==> src/rtl/hdu_pkg.sv <==
// hdu_pkg: shared types and hazard classification for the hazard detection unit
package hdu_pkg;
   typedef enum logic {IDLE, HOLD} hdu_state_t;
   typedef enum logic [1:0] {HZ_NONE, HZ_LU, HZ_BA, HZ_BL} hazard_t;
   localparam logic [4:0] REG_ZERO = 5'd0;
   function automatic hazard_t classify(input logic hit, input logic branch,
                                        input logic reg_write, input logic mem_read);
      return !hit                   ? HZ_NONE :
             (branch && mem_read)   ? HZ_BL   :
             (branch && reg_write)  ? HZ_BA   :
             (!branch && mem_read)  ? HZ_LU   : HZ_NONE;
   endfunction
endpackage

==> src/rtl/hdu_perf_cnt.sv <==
// hdu_perf_cnt: saturating event counter cleared by asynchronous reset
module hdu_perf_cnt #(
   parameter int CNT_W = 32
) (
   input  logic             clk,
   input  logic             reset,
   input  logic             inc,
   output logic [CNT_W-1:0] cnt
);
   // count events, holding at all-ones
   always_ff @(posedge clk or posedge reset)
      if (reset) cnt <= '0;
      else if (inc && !(&cnt)) cnt <= cnt + 1'b1;
endmodule

==> src/rtl/hdu.sv <==
// hdu: load-use / branch-operand stall unit; HDU_PERF_EN enables stall and flush counters
module hdu
   import hdu_pkg::*;
#(
   parameter int REG_ADDR_W = 5,
   parameter int CNT_W      = 32
) (
   input  logic                  clk,
   input  logic                  reset,
   input  logic [REG_ADDR_W-1:0] id_rs,
   input  logic [REG_ADDR_W-1:0] id_rt,
   input  logic                  id_useRt,
   input  logic                  id_branch,
   input  logic                  id_branchTaken,
   input  logic [REG_ADDR_W-1:0] ex_rd,
   input  logic                  ex_regWrite,
   input  logic                  ex_memRead,
   output logic                  pc_write,
   output logic                  ifid_write,
   output logic                  idex_flush,
   output logic                  ifid_flush,
   output logic                  stall,
   output logic [CNT_W-1:0]      stall_cycles,
   output logic [CNT_W-1:0]      flush_count
);
   hdu_state_t state, state_n;
   hazard_t    hz;
   logic       hit, stall_c, flush_taken;
   // classify the ID/EX dependency; HOLD forces the second cycle of a branch-after-load stall
   always_comb begin
      hit         = (ex_rd != REG_ADDR_W'(REG_ZERO)) &&
                    ((ex_rd == id_rs) || (id_useRt && (ex_rd == id_rt)));
      hz          = classify(hit, id_branch, ex_regWrite, ex_memRead);
      stall_c     = (state == HOLD) || (hz != HZ_NONE);
      flush_taken = !stall_c && id_branch && id_branchTaken;
      state_n     = (state == IDLE && hz == HZ_BL) ? HOLD : IDLE;
   end
   // state register; reset drops any pending second stall
   always_ff @(posedge clk or posedge reset)
      if (reset) state <= IDLE;
      else state <= state_n;
   assign pc_write   = !reset && !stall_c;
   assign ifid_write = !reset && !stall_c;
   assign idex_flush = reset || stall_c;
   assign ifid_flush = reset || flush_taken;
   assign stall      = reset || stall_c;
`ifdef HDU_PERF_EN
   hdu_perf_cnt #(.CNT_W(CNT_W)) u_stall_cnt (
      .clk(clk), .reset(reset), .inc(stall_c), .cnt(stall_cycles)
   );
   hdu_perf_cnt #(.CNT_W(CNT_W)) u_flush_cnt (
      .clk(clk), .reset(reset), .inc(flush_taken), .cnt(flush_count)
   );
`else
   assign stall_cycles = '0;
   assign flush_count  = '0;
`endif
endmodule

==> config.mk <==
export PLATFORM = sky130hd
export DESIGN_NAME = hdu
export DESIGN_NICKNAME = d
export VERILOG_FILES = /design/src/rtl/hdu_pkg.sv /design/src/rtl/hdu_perf_cnt.sv /design/src/rtl/hdu.sv
export SDC_FILE = /design/constraint.sdc
export NUM_CORES = 1
export LEC_CHECK = 0
export ABC_CLOCK_PERIOD_IN_PS = 1360
export BUFFER_PORTS_ARGS = -buffer_cell sky130_fd_sc_hd__buf_2
export CAP_MARGIN = 20
export CORE_UTILIZATION = 25
export CTS_CLUSTER_DIAMETER = 150
export DETAILED_ROUTE_END_ITERATION = 7
export HOLD_SLACK_MARGIN = 0.03
export MAX_ROUTING_LAYER = met4
export PLACE_DENSITY = 0.69
export SYNTH_ARGS = -nofsm -noshare
export SYNTH_HDL_FRONTEND = slang
export SYNTH_SLANG_ARGS = --single-unit
==> constraint.sdc <==
create_clock -name clk -period 1.36 [get_ports clk]
set_clock_uncertainty 0.1 [all_clocks]
set_input_delay 0.204 -clock clk [delete_from_list [all_inputs] [get_ports clk]]
set_output_delay 0.204 -clock clk [all_outputs]
set_load 0.01 [all_outputs]
Yosys cells after proc, flatten, opt, wreduce, memory -nomap -nowiden

Index checks and enable logic that the tools add are counted.

Register bits after elaboration: 1
Input bits: 22
Output and inout port bits: 69
Logic and storage cells: 28

Eq/ne operators: 3
Multiplexer cells: 5
Bitwise logic cells: 1
Reductions and logical operators: 18

Operator list:

| kind               | count |
|---|---|
| $eq 5x5->1         | 2 |
| $logic_and 1x1->1  | 9 |
| $mux 2             | 3 |
| $reduce_bool 5->1  | 1 |
| $logic_or 1x1->1   | 4 |
| $logic_not 1->1    | 3 |
| $eq 2x2->1 const B | 1 |
| $mux 1             | 2 |
| $reduce_bool 2->1  | 1 |
| $not 1->1          | 1 |

Logic depth before layout (Yosys ltp)

Depth in word-level cells: 12
Depth in mapped cells: 5
Gate-level depth less buffers: 4

Least setup slack after synthesis

No wires, ideal clock.

Path type: in2out
From: in ex_rd[4]
To: out stall
Data arrival time: 1.171 ns
Required time: 1.056 ns
Path slack: -0.115 ns
Stages: 5
Path buffers: 1
Path through: xnor2_1 > nand3_1 > o32ai_2 > a311o_1 > buf_4

Word-level cells in the longest chain between the ends: 8
Elaborated cells between the ends (all ways): 10
Classes of those cells: eq/ne (2); mux (1); reduce/logical (7)

Ends and longest elaborated chain:

| item                | RTL line     | RTL |
|---|---|---|
| from (decl)         | hdu.sv:15    | `input logic [REG_ADDR_W-1:0] ex_rd,` |
| $eq 5x5->1          | hdu.sv:32    | `((ex_rd == id_rs) \|\| (id_useRt && (ex_rd == id_rt)));` |
| $logic_and 1x1->1   | hdu.sv:32    |  |
| $logic_or 1x1->1    | hdu.sv:32    |  |
| $logic_and 1x1->1 * | hdu.sv:31    | `hit = (ex_rd != REG_ADDR_W'(REG_ZERO)) &&` |
| $mux 2 *            | hdu_pkg.sv:8 | `return !hit ? HZ_NONE :` |
| $reduce_bool 2->1 * | hdu.sv:34    | `stall_c = (state == HOLD) \|\| (hz != HZ_NONE);` |
| $logic_or 1x1->1 *  | hdu.sv:34    |  |
| $logic_or 1x1->1 *  | n/a          |  |
| to (decl)           | hdu.sv:22    | `output logic stall,` |

Mark *: on every way between the ends. The rest lies on a longest branch, timed or not.

Worst setup path in the final report

From: in ex_rd[4]
To: out stall

Word-level cells in the longest chain between the ends: 8
Elaborated cells between the ends (all ways): 10
Classes of those cells: eq/ne (2); mux (1); reduce/logical (7)

Ends and longest elaborated chain:

| item                | RTL line     | RTL |
|---|---|---|
| $eq 5x5->1          | hdu.sv:32    |  |
| $logic_and 1x1->1   | hdu.sv:32    |  |
| $logic_or 1x1->1    | hdu.sv:32    |  |
| $logic_and 1x1->1 * | hdu.sv:31    |  |
| $mux 2 *            | hdu_pkg.sv:8 |  |
| $reduce_bool 2->1 * | hdu.sv:34    |  |
| $logic_or 1x1->1 *  | hdu.sv:34    |  |
| $logic_or 1x1->1 *  | hdu.sv:46    | `assign stall = reset \|\| stall_c;` |

Marks and branches as above.

==> report_table.html <==
<table>
<tr><th>Metric</th><th>Value</th></tr>
<tr><th colspan="2">Run status</th></tr>
<tr><td>Violated checks</td><td>setup timing</td></tr>
<tr><td>Run status</td><td>complete, but fails checks</td></tr>
<tr><th colspan="2">Logic synthesis</th></tr>
<tr><td>Total of warnings raised by yosys</td><td>0</td></tr>
<tr><td>Mapped cell area</td><td>714 sq um</td></tr>
<tr><td>Instance count of the mapped netlist</td><td>93</td></tr>
<tr><td>Number of enable flip-flop cells after synthesis</td><td>0</td></tr>
<tr><td>Flop and latch count out of synthesis</td><td>1</td></tr>
<tr><td>Share of async-settable or async-resettable flops after synthesis</td><td>1.00</td></tr>
<tr><td>Syn_area_per_cell</td><td>7.68 sq um</td></tr>
<tr><td>Portion of the post-synthesis area used by sequential elements</td><td>0.0350</td></tr>
<tr><td>Predominant post-synthesis flop cell</td><td>sky130_fd_sc_hd__dfrtp_1</td></tr>
<tr><td>Yosys cell types</td><td>19</td></tr>
<tr><th colspan="2">Routing</th></tr>
<tr><td>Total via count after detailed routing</td><td>480</td></tr>
<tr><td>DRC violations left</td><td>0</td></tr>
<tr><td>Number of vias per cell after detailed routing</td><td>roughly 3.2</td></tr>
<tr><td>Iter 0 DRT Violations</td><td>7</td></tr>
<tr><td>Total wire length after detailed routing</td><td>991 um</td></tr>
<tr><td>Post-detailed-route wirelength per cell</td><td>6.65 um</td></tr>
<tr><td>DRT Pass-1 Iters</td><td>6</td></tr>
<tr><td>Antenna-violating nets left</td><td>0</td></tr>
<tr><th colspan="2">Cells and area</th></tr>
<tr><td>Net count of the finished layout</td><td>142</td></tr>
<tr><td>Register containing the most flip-flops in the final layout</td><td>state</td></tr>
<tr><td>Count of inserted antenna diode cells</td><td>0</td></tr>
<tr><td>Max reg flops</td><td>1</td></tr>
<tr><td>Number of cells in the finished layout apart from fillers</td><td>149</td></tr>
<tr><td>Growth of design area from synthesis to finish</td><td>11.7%</td></tr>
<tr><td>Fill cell total of the finished layout</td><td>approximately 300</td></tr>
<tr><td>Regs by FF count</td><td>state (1)</td></tr>
<tr><td>Fraction of final layout cells with drive strength greater than 1</td><td>0.331</td></tr>
<tr><th colspan="2">Hold path</th></tr>
<tr><td>Depth of the worst hold-timing path</td><td>2</td></tr>
<tr><td>Worst min path class</td><td>input port to flip-flop</td></tr>
<tr><th colspan="2">STA</th></tr>
<tr><td>Crit path time final</td><td>1.51 ns</td></tr>
<tr><td>Setup WS post-layout</td><td>-0.153 ns</td></tr>
<tr><td>Setup repair after global routing missed its margin</td><td>yes</td></tr>
<tr><td>Max-slew violations</td><td>0</td></tr>
<tr><td>Peak clock frequency supported by timing</td><td>~660 MHz</td></tr>
<tr><td>Period utilisation layout</td><td>1.11</td></tr>
<tr><td>Final setup violation count</td><td>5</td></tr>
<tr><td>Final hold vios</td><td>0</td></tr>
<tr><td>Setup_tns</td><td>-0.656 ns</td></tr>
<tr><th colspan="2">Placed design</th></tr>
<tr><td>Routability congestion estimate from global placement</td><td>0.693</td></tr>
<tr><td>Placed wire-length estimate</td><td>around 900 um</td></tr>
<tr><td>Number of cells after detailed placement</td><td>148</td></tr>
<tr><td>IO Port Bufs</td><td>26</td></tr>
<tr><th colspan="2">Critical path</th></tr>
<tr><td>CP cell instances</td><td>buf_8, xnor2_2, nand4_1, o32ai_4, a311o_1, buf_2</td></tr>
<tr><td>Highest-delay cell along the critical path</td><td>sky130_fd_sc_hd__a311o_1</td></tr>
<tr><td>Data arrival, critical path</td><td>1.21 ns</td></tr>
<tr><td>Type of the setup path with the least slack</td><td>input port to output pin</td></tr>
<tr><td>Buffers plus inverters on the worst setup path</td><td>2</td></tr>
<tr><td>Worst R2R Path Depth</td><td>2</td></tr>
<tr><td>CP startpoint kind</td><td>input port</td></tr>
<tr><td>Number of cells on the critical path</td><td>6</td></tr>
<tr><td>Largest fanout on the critical path</td><td>4</td></tr>
<tr><td>Cell class contributing the biggest share of worst-path delay</td><td>compound AO/OA/AOI/OAI gates</td></tr>
<tr><td>Worst-case register-to-register setup slack</td><td>between 0.4 and 0.5 ns</td></tr>
<tr><td>Longest individual stage delay on the worst path</td><td>0.37 ns</td></tr>
<tr><td>Type of destination of the critical path</td><td>output pin</td></tr>
<tr><td>Critical Path RT</td><td>1.06 ns</td></tr>
<tr><th colspan="2">Floorplan</th></tr>
<tr><td>Die area</td><td>3080 sq um</td></tr>
<tr><td>Die X-Extent</td><td>55.5 um</td></tr>
<tr><td>Cell Rows</td><td>19</td></tr>
<tr><td>I/O Pins</td><td>91</td></tr>
<tr><td>Die Span Y</td><td>55.5 um</td></tr>
<tr><td>Initial core utilization</td><td>0.261</td></tr>
<tr><td>CORE AREA</td><td>2730 sq um</td></tr>
<tr><th colspan="2">Power and ir drop</th></tr>
<tr><td>Sequential fraction of design power</td><td>0.114</td></tr>
<tr><td>Net switching share of the total power</td><td>0.528</td></tr>
<tr><td>Peak supply drop</td><td>0.117 mV</td></tr>
<tr><td>Part of the total power dissipated in the clock network</td><td>0</td></tr>
<tr><td>Internal portion of total power</td><td>between 0.1 and 0.15 mW</td></tr>
<tr><td>Static leakage</td><td>0.457 nW</td></tr>
<tr><td>Sw power</td><td>~0.15 mW</td></tr>
<tr><td>Share of total power in combinational logic</td><td>0.886</td></tr>
<tr><td>Power density over cell area</td><td>about 340 nW/um^2</td></tr>
<tr><th colspan="2">Global route</th></tr>
<tr><td>Via count of the first global-routing pass</td><td>297</td></tr>
<tr><td>Maximum number of pins on one net before global-route repair</td><td>5</td></tr>
<tr><td>Number of antenna violations at the first check in global routing</td><td>0</td></tr>
<tr><td>First-pass GRT wire length</td><td>1320 um</td></tr>
<tr><td>GRT Total Usage</td><td>0.0524</td></tr>
<tr><td>Remaining Overflow, GRT</td><td>0</td></tr>
<tr><th colspan="2">Clock tree</th></tr>
<tr><td>Clock insertion delay at the later pin of the skew report</td><td>0 ns</td></tr>
<tr><td>Worst-path clk slew</td><td>0 ns</td></tr>
<tr><th colspan="2">Run</th></tr>
<tr><td>Number of max-capacitance violations reported</td><td>0</td></tr>
</table>
-- cell usage after synthesis, types with 2 or more instances --
library cell	count	area, sq um
sky130_fd_sc_hd__buf_4	66	495
sky130_fd_sc_hd__nand2_1	2	7.51
sky130_fd_sc_hd__xnor2_1	8	70.1
sky130_fd_sc_hd__xor2_1	2	17.5
-- kinds of logic (layout without fill, tap and decap cells) --
kind of cell / after synthesis / in the layout / share of synthesized area
buf+inv: 67 / 29 / 0.699
flops: 1 / 1 / 0.0350
simple gates: 8 / 8 / 0.0595
xor+xnor: 10 / 10 / 0.123
other cells: 1 / 64 / 0.00525
compound gates: 6 / 6 / 0.0788
-- through the flow --
step | setup slack, ns | power [mW] | cell area, sq um | hold WS, ns | utilization
finish | -0.153 | 0.274 | 798 | 0.394 | 0.292
global route | -0.192 | 0.296 | 798 | 0.417 | 0.292
CTS | -0.193 | 0.250 | 724 | 0.396 | 0.265
detailed placement | -0.237 | 0.228 | 661 | -0.0110 | 0.242
global placement | -0.229 | 0.227 | 661 | -0.0135 | 0.242
floorplan | -0.0741 | 0.310 | 980 | -0.159 | -
-- power by group through the flow --
stage | Clock [mW] | Sequential, mW | Combinational (mW)
global placement | 0 | 0.0311 | 0.196
CTS | 0 | 0.0311 | 0.219
global route | 0 | 0.0312 | 0.264
floorplan | 0 | 0.0310 | 0.279
finish | 0 | 0.0312 | 0.243
detailed placement | 0 | 0.0311 | 0.197
-- layout make-up --
cell class                      instances  area, sq um  area share
Inverter                                1         3.75     0.00470
Multi-Input combinational cell         88          517       0.647
Sequential cell                         1         25.0      0.0313
Tap cell                               31         38.8      0.0486
Timing Repair Buffer                   28          214       0.268
-- worst paths after layout --
check,from,to
worst max-delay path,ex_rd[4],stall
worst min-delay path,ex_memRead,state
worst max register to register,state,state
worst min register to register,state,state
max in group asynchronous,reset,state
min in group asynchronous,reset,state
-- what timing repair did --
item                       in CTS  in global routing
hold endpoints to repair        1                  0
setup endpoints to repair       5                  5
pin swaps                       6                  8
resized for setup              11                 14
hold buffers                    1                  0
buffers inserted                0                  0
-- layout by cell type (no fill, tap or decap), types with 2 or more instances in the layout --
cell type,synthesis,final
sky130_fd_sc_hd__xnor2_2,0,7
sky130_fd_sc_hd__nand2_1,2,2
sky130_fd_sc_hd__xor2_2,0,2
sky130_fd_sc_hd__conb_1,1,64
sky130_fd_sc_hd__buf_6,0,9
sky130_fd_sc_hd__buf_2,0,16
-- worst register-to-register path, stage by stage (launching register included) --
cell and delay [ns]:
sky130_fd_sc_hd__dfrtp_1 0.39, sky130_fd_sc_hd__nor2b_1 0.15, sky130_fd_sc_hd__and4_1 0.20
-- routing by layer --
metal | GRT usage | up-vias | part of all wire
li1 | - | 217 | -
met1 | 0.0602 | 207 | 0.32
met2 | 0.107 | 54 | 0.56
met3 | 0 | 2 | 0.12
met4 | 0 | 0 | 0.0040
met5 | - | - | 0
Power figures use the tool's default switching activity.
